## src/rtl/if_stage_pkg.sv

```systemverilog
// ---------------------------------------------------------------------------
// if_stage_pkg
// Shared pipeline definitions for the instruction fetch stage:
//   - fetch controller state encoding (FETCH / BUFFERED / DISCARD)
//   - NOP_INST, the instruction word presented for a pipeline bubble
//   - DEFAULT_RESET_PC, the default first fetch address after reset
//   - word_align(), which clears the byte-offset bits of an address
// ---------------------------------------------------------------------------
package if_stage_pkg;

    // Request outstanding at PC.
    localparam logic [1:0] ST_FETCH    = 2'd0;
    // Response held in the skid buffer while ID is stalled; no request.
    localparam logic [1:0] ST_BUFFERED = 2'd1;
    // Wrong-path request still outstanding; its response is thrown away.
    localparam logic [1:0] ST_DISCARD  = 2'd2;

    localparam logic [31:0] NOP_INST         = 32'h0000_0000;
    localparam logic [31:0] DEFAULT_RESET_PC = 32'h0000_3000;

    // Instruction addresses are word aligned; the byte offset is dropped.
    function automatic logic [31:0] word_align(input logic [31:0] addr);
        return addr & ~32'd3;
    endfunction

endpackage

```

## src/rtl/if_stage.sv

```systemverilog
// ---------------------------------------------------------------------------
// if_stage
// Instruction fetch stage. Issues word requests to instruction memory,
// absorbs variable memory latency and ID-stage stalls with a one-entry skid
// buffer, and squashes wrong-path fetches when ID resolves a branch/jump.
//
// Ports
//   clk              sole clock, all state updates on the rising edge
//   rst              synchronous active-high reset
//   stall            hazard-unit hold; IF/ID outputs keep their values
//   redirect_valid   one-cycle pulse, branch/jump resolved in ID
//   redirect_target  new fetch address (byte offset ignored)
//   imem_req         instruction memory request
//   imem_addr        request address, stable until imem_ready
//   imem_ready       response accepted, imem_rdata valid this cycle
//   imem_rdata       fetched instruction word
//   PCAdd4           registered address of presented instruction plus 4
//   Inst             registered instruction, NOP_INST for a bubble
//   inst_valid       registered, 1 when Inst is a real fetched instruction
// ---------------------------------------------------------------------------
module if_stage
    import if_stage_pkg::*;
#(
    parameter logic [31:0] RESET_PC = DEFAULT_RESET_PC
) (
    input  logic        clk,
    input  logic        rst,
    input  logic        stall,
    input  logic        redirect_valid,
    input  logic [31:0] redirect_target,
    output logic        imem_req,
    output logic [31:0] imem_addr,
    input  logic        imem_ready,
    input  logic [31:0] imem_rdata,
    output logic [31:0] PCAdd4,
    output logic [31:0] Inst,
    output logic        inst_valid
);

    logic [1:0]  state;
    logic [31:0] pc;
    logic [31:0] pc_plus4;
    logic [31:0] stale_addr;
    logic [31:0] buf_inst;
    logic [31:0] buf_pcadd4;

    // Wraps modulo 2^32, so 32'hFFFF_FFFC is followed by 32'h0000_0000.
    assign pc_plus4 = pc + 32'd4;

    // The request is gated by rst so memory sees no request during reset,
    // which also abandons whatever was in flight. BUFFERED is the only state
    // without a request. While draining a wrong-path request the address must
    // stay at the stale value until memory accepts it; PC already holds the
    // redirect target by then.
    always_comb begin
        imem_req  = 1'b0;
        imem_addr = pc;
        if (!rst) begin
            imem_req = (state != ST_BUFFERED);
        end
        if (state == ST_DISCARD) begin
            imem_addr = stale_addr;
        end
    end

    // Fetch controller and IF/ID output registers. Priority is reset, then
    // redirect, then normal fetch/stall behaviour. Being in BUFFERED is what
    // marks the skid buffer as holding a valid entry, so leaving that state
    // on a redirect or reset is what invalidates the buffer.
    always_ff @(posedge clk) begin
        if (rst) begin
            state      <= ST_FETCH;
            pc         <= RESET_PC;
            stale_addr <= RESET_PC;
            buf_inst   <= NOP_INST;
            buf_pcadd4 <= 32'd0;
            Inst       <= NOP_INST;
            PCAdd4     <= 32'd0;
            inst_valid <= 1'b0;
        end else if (redirect_valid) begin
            pc         <= word_align(redirect_target);
            Inst       <= NOP_INST;
            inst_valid <= 1'b0;
            case (state)
                ST_FETCH: begin
                    // A completing response is simply dropped; an incomplete
                    // one has to be drained before fetching at the target.
                    if (imem_ready) begin
                        state <= ST_FETCH;
                    end else begin
                        state      <= ST_DISCARD;
                        stale_addr <= pc;
                    end
                end
                ST_DISCARD: begin
                    // Already draining: only PC moves to the newer target.
                    state <= imem_ready ? ST_FETCH : ST_DISCARD;
                end
                default: begin
                    state <= ST_FETCH;
                end
            endcase
        end else begin
            case (state)
                ST_FETCH: begin
                    if (imem_ready) begin
                        pc <= pc_plus4;
                        if (stall) begin
                            buf_inst   <= imem_rdata;
                            buf_pcadd4 <= pc_plus4;
                            state      <= ST_BUFFERED;
                        end else begin
                            Inst       <= imem_rdata;
                            PCAdd4     <= pc_plus4;
                            inst_valid <= 1'b1;
                        end
                    end else if (!stall) begin
                        Inst       <= NOP_INST;
                        inst_valid <= 1'b0;
                    end
                end
                ST_BUFFERED: begin
                    if (!stall) begin
                        Inst       <= buf_inst;
                        PCAdd4     <= buf_pcadd4;
                        inst_valid <= 1'b1;
                        state      <= ST_FETCH;
                    end
                end
                ST_DISCARD: begin
                    if (imem_ready) begin
                        state <= ST_FETCH;
                    end
                    if (!stall) begin
                        Inst       <= NOP_INST;
                        inst_valid <= 1'b0;
                    end
                end
                default: begin
                    state <= ST_FETCH;
                end
            endcase
        end
    end

endmodule

```

## config.mk

```make
export PLATFORM = sky130hd
export DESIGN_NAME = if_stage
export DESIGN_NICKNAME = d
export VERILOG_FILES = /design/src/rtl/if_stage_pkg.sv /design/src/rtl/if_stage.sv
export SDC_FILE = /design/constraint.sdc
export NUM_CORES = 1
export LEC_CHECK = 0
export CAP_MARGIN = 20
export CORE_MARGIN = 2
export CORE_UTILIZATION = 45
export DETAILED_ROUTE_END_ITERATION = 16
export PLACE_DENSITY = 0.7
export SLEW_MARGIN = 20
export SYNTH_ARGS = -nofsm -noshare
export SYNTH_HDL_FRONTEND = slang
export SYNTH_SLANG_ARGS = --single-unit
```

## constraint.sdc

```tcl
create_clock -name clk -period 2.2 [get_ports clk]
set_clock_uncertainty 0.05 [all_clocks]
set_input_delay 0.33 -clock clk [delete_from_list [all_inputs] [get_ports clk]]
set_output_delay 0.33 -clock clk [all_outputs]
set_load 0.02 [all_outputs]
```

==> run summary <==
Most frequent cells in the layout: nand2_1, dfxtp_1, clkdlybuf4s50_1
Drt total wl: 25090 um
Reg2reg end: pc[18]
Final setup fails: 0
Total CTS buffers: 17
Unrepaired setup endpoints after global routing: yes
Yosys reg bits: 187
Num rows: 51
Post-synth EDFFs: 0
Seq/Total Area, Yosys: 0.4248
Post-Synth Adder-Cell Area: 0.007099
Yosys warns: 0
Period utilization: 0.9990
Reg2Reg Setup Slack: 70 ps
Clk root buf: clkbuf_16
Final Instance Area: 11690 um^2
DRC marker count from the first detailed-route iteration: 655
Fmax: 455.0 MHz
Initial DRT Pass Iterations: 6
Run status: finished clean
Clock slew at reported path FFs: 80 ps
Worst min path class: in2reg
Sw Ratio: 0.2957
Max-Cap Viols: 0
Initial antenna violation count: 0
Crit path kind: reg2out
Chip height: 143.9 um
FFs w/ async S/R, synth: 0
Final nets: 1324
Post-synthesis mux area share: 0.04842
Placement Cell Area: 11080 um^2
GR Overflow Total: 0
Global-route wire length before repair: 39960 um
Sink Count: 187
Chip Width: 143.9 um
Placed Cells: 1491
Setup_tns: 0 ps
Setup crit start kind: register
Crit end category: output pin
Per-cell routed wire length: 16.42 um
Reg2reg path depth: 6
Hold depth: 2
Layout fillers: 1665
Int Pwr: 0.005644 W
Mapped Cells: 1089
Simple-gate share of the synthesized area: 0.2225
# diodes: 0
Final hold viol count: 0
Compound-Gate Fraction of Synth Area: 0.1874
Via density: 5.408
Min cycle time layout: 2198 ps
Mean post-synth cell area: 8.092 um^2
Synthesized cell area: 8812 um^2
Vias in the first global route: 7649
Post-synthesis cell type count: 51
GRT Total Usage: 0.2437
Clock share of power: 0.383
VDD IR max: 0.6060 mV
Worst slew pin tran: 708.5 ps
CTS tree: yes
Clock Latency Late Sink: 440 ps
Crit path required time: 1820 ps
Seq pwr share: 0.453
GPL Wtd Cong: 0.9031
Via count: 8264
Initial core utilization: 0.4558
Synthesis-to-finish area growth: 32.67%
WHS Endpoint: pc[6]
Ys flop type: dfxtp_1
Final cell count without fillers: 1528
NetSw: 0.002370 W
Leak: 4.388 nW
Max-slew headroom: 0.5277
FF-to-FF Start: state[1]
Multi-input gate area: 4642 um^2
Commonest non-fill, non-tap cell in the layout: nand2_1
Num ports: 167
Arrival time at the worst endpoint: 1820 ps
Synth Area in XOR/XNOR: 0.05168
Post-route ant nets: 0
Die area: 20720 um^2
CTS Hold Bufs: 0
H-tree depth: 4
CTS max path bufs: 2
DR DRC count: 0
Share of cells above drive strength 1: 0.1686
Combinational power share: 0.164
Hpwl dp: 16890 um
Max Slew Vio Count: 0
Area of the core: 19330 um^2
Combinational family with the most area after synthesis: simple AND/OR/NAND/NOR gates
Critical Path Fanout Max: 13
Port-buffer cells: 160
Total area of sequential cells: 3749 um^2
Largest net degree at the start of global routing: 66
Cell Pwr Density: 685.5 nW/um^2
Worst hold start: rst
[what timing repair did]
item | CTS | global route
pin swaps | 1 | 2
gates resized for setup | 126 | 19
setup buffers | 1 | 2
setup endpoints to repair | 31 | 55
gates cloned | 2 | 0
[through the flow]
| stage | setup slack (ps) | utilization | total power (W) | hold slack, ps |
|---|---|---|---|---|
| after floorplan | 82.15 | - | 0.004422 | 381.9 |
| after global placement | -134.1 | 0.5730 | 0.004994 | 386.7 |
| after detailed placement | -199.8 | 0.5730 | 0.005011 | 392.0 |
| after CTS | 0.4647 | 0.6013 | 0.008041 | 201.6 |
| after global routing | -68.52 | 0.6047 | 0.008324 | 226.9 |
| final | 2.165 | 0.6047 | 0.008014 | 226.8 |
[registers in the layout, indices dropped and copies added, names as in the netlist, named ones only]
| register | cells |
|---|---|
| Inst | 32 |
| state | 2 |
| buf_inst | 32 |
| buf_pcadd4 | 30 |
| pc | 30 |
| PCAdd4 | 30 |
| stale_addr | 30 |
[Yosys cell counts, drive strengths merged (5+ instances only)]
cell type / n / area [um^2]
a22oi: 22 / 165.2
o22ai: 14 / 87.58
and3: 24 / 150.1
clkbuf: 85 / 321.6
inv: 8 / 30.03
mux2: 29 / 326.6
nand3b: 12 / 90.09
xnor2: 28 / 245.2
a211oi: 43 / 332.8
a22o: 22 / 192.7
nor3: 19 / 95.09
o21ai: 29 / 145.1
or3: 6 / 37.54
dfxtp: 187 / 3744
nand4: 13 / 102.6
mux2i: 10 / 100.1
nor4: 16 / 160.1
nor2: 102 / 382.9
xor2: 24 / 210.2
nand3: 19 / 95.09
nand2: 189 / 709.4
ha: 5 / 62.56
nand2b: 5 / 31.28
buf: 30 / 156.4
a21oi: 110 / 550.5
[power groups by stage]
stage	sequential, W	combinational [W]	clock, W
2_1_floorplan	0.00370	0.000727	0
3_3_place_gp	0.00370	0.00130	0
3_5_place_dp	0.00370	0.00131	0
4_1_cts	0.00363	0.00130	0.00311
5_1_grt	0.00365	0.00142	0.00326
6_report	0.00363	0.00131	0.00307
[how the worst max path moves through the flow]
stage / start / to / slack, ps
after global routing: state[0] / imem_addr[2] / -70
after floorplan: state[0] / pc[18] / 80
final: state[0] / imem_addr[28] / 2
after CTS: pc[9] / PCAdd4[25] / 0.5
after detailed placement: imem_ready / PCAdd4[22] / -200
after global placement: imem_ready / pc[18] / -130
[kinds of logic (layout without fill, tap and decap cells)]
kind of cell	after synthesis	after routing
other cells	1	4
xor+xnor	52	52
mux	39	39
buf+inv	123	294
fa+ha+maj	5	5
compound gates	262	262
flops	187	187
simple gates	420	420
[layout make-up]
class / instances / area share
Clock buffer: 17 / 0.03639
Sequential cell: 187 / 0.3206
Timing Repair Buffer: 254 / 0.2004
Inverter: 8 / 0.002568
Multi-Input combinational cell: 782 / 0.3970
Tap cell: 265 / 0.02836
Clock inverter: 15 / 0.01455
[critical path: stages, from the launching register on]
cell	delay, ps
dfxtp_1	320
inv_2	80
ha_4	180
bufbuf_16	300
mux2_2	340
buf_2	160
[routing by layer]
metal | global-route usage | up-vias | routed length (um)
met5 | 0 | - | 0
met4 | 0.06863 | 0 | 417
met3 | 0.04898 | 31 | 1711
met2 | 0.3772 | 272 | 11380
met1 | 0.3448 | 3872 | 11580
li1 | - | 4089 | -
Note: power is estimated with default switching activity, not from simulation.
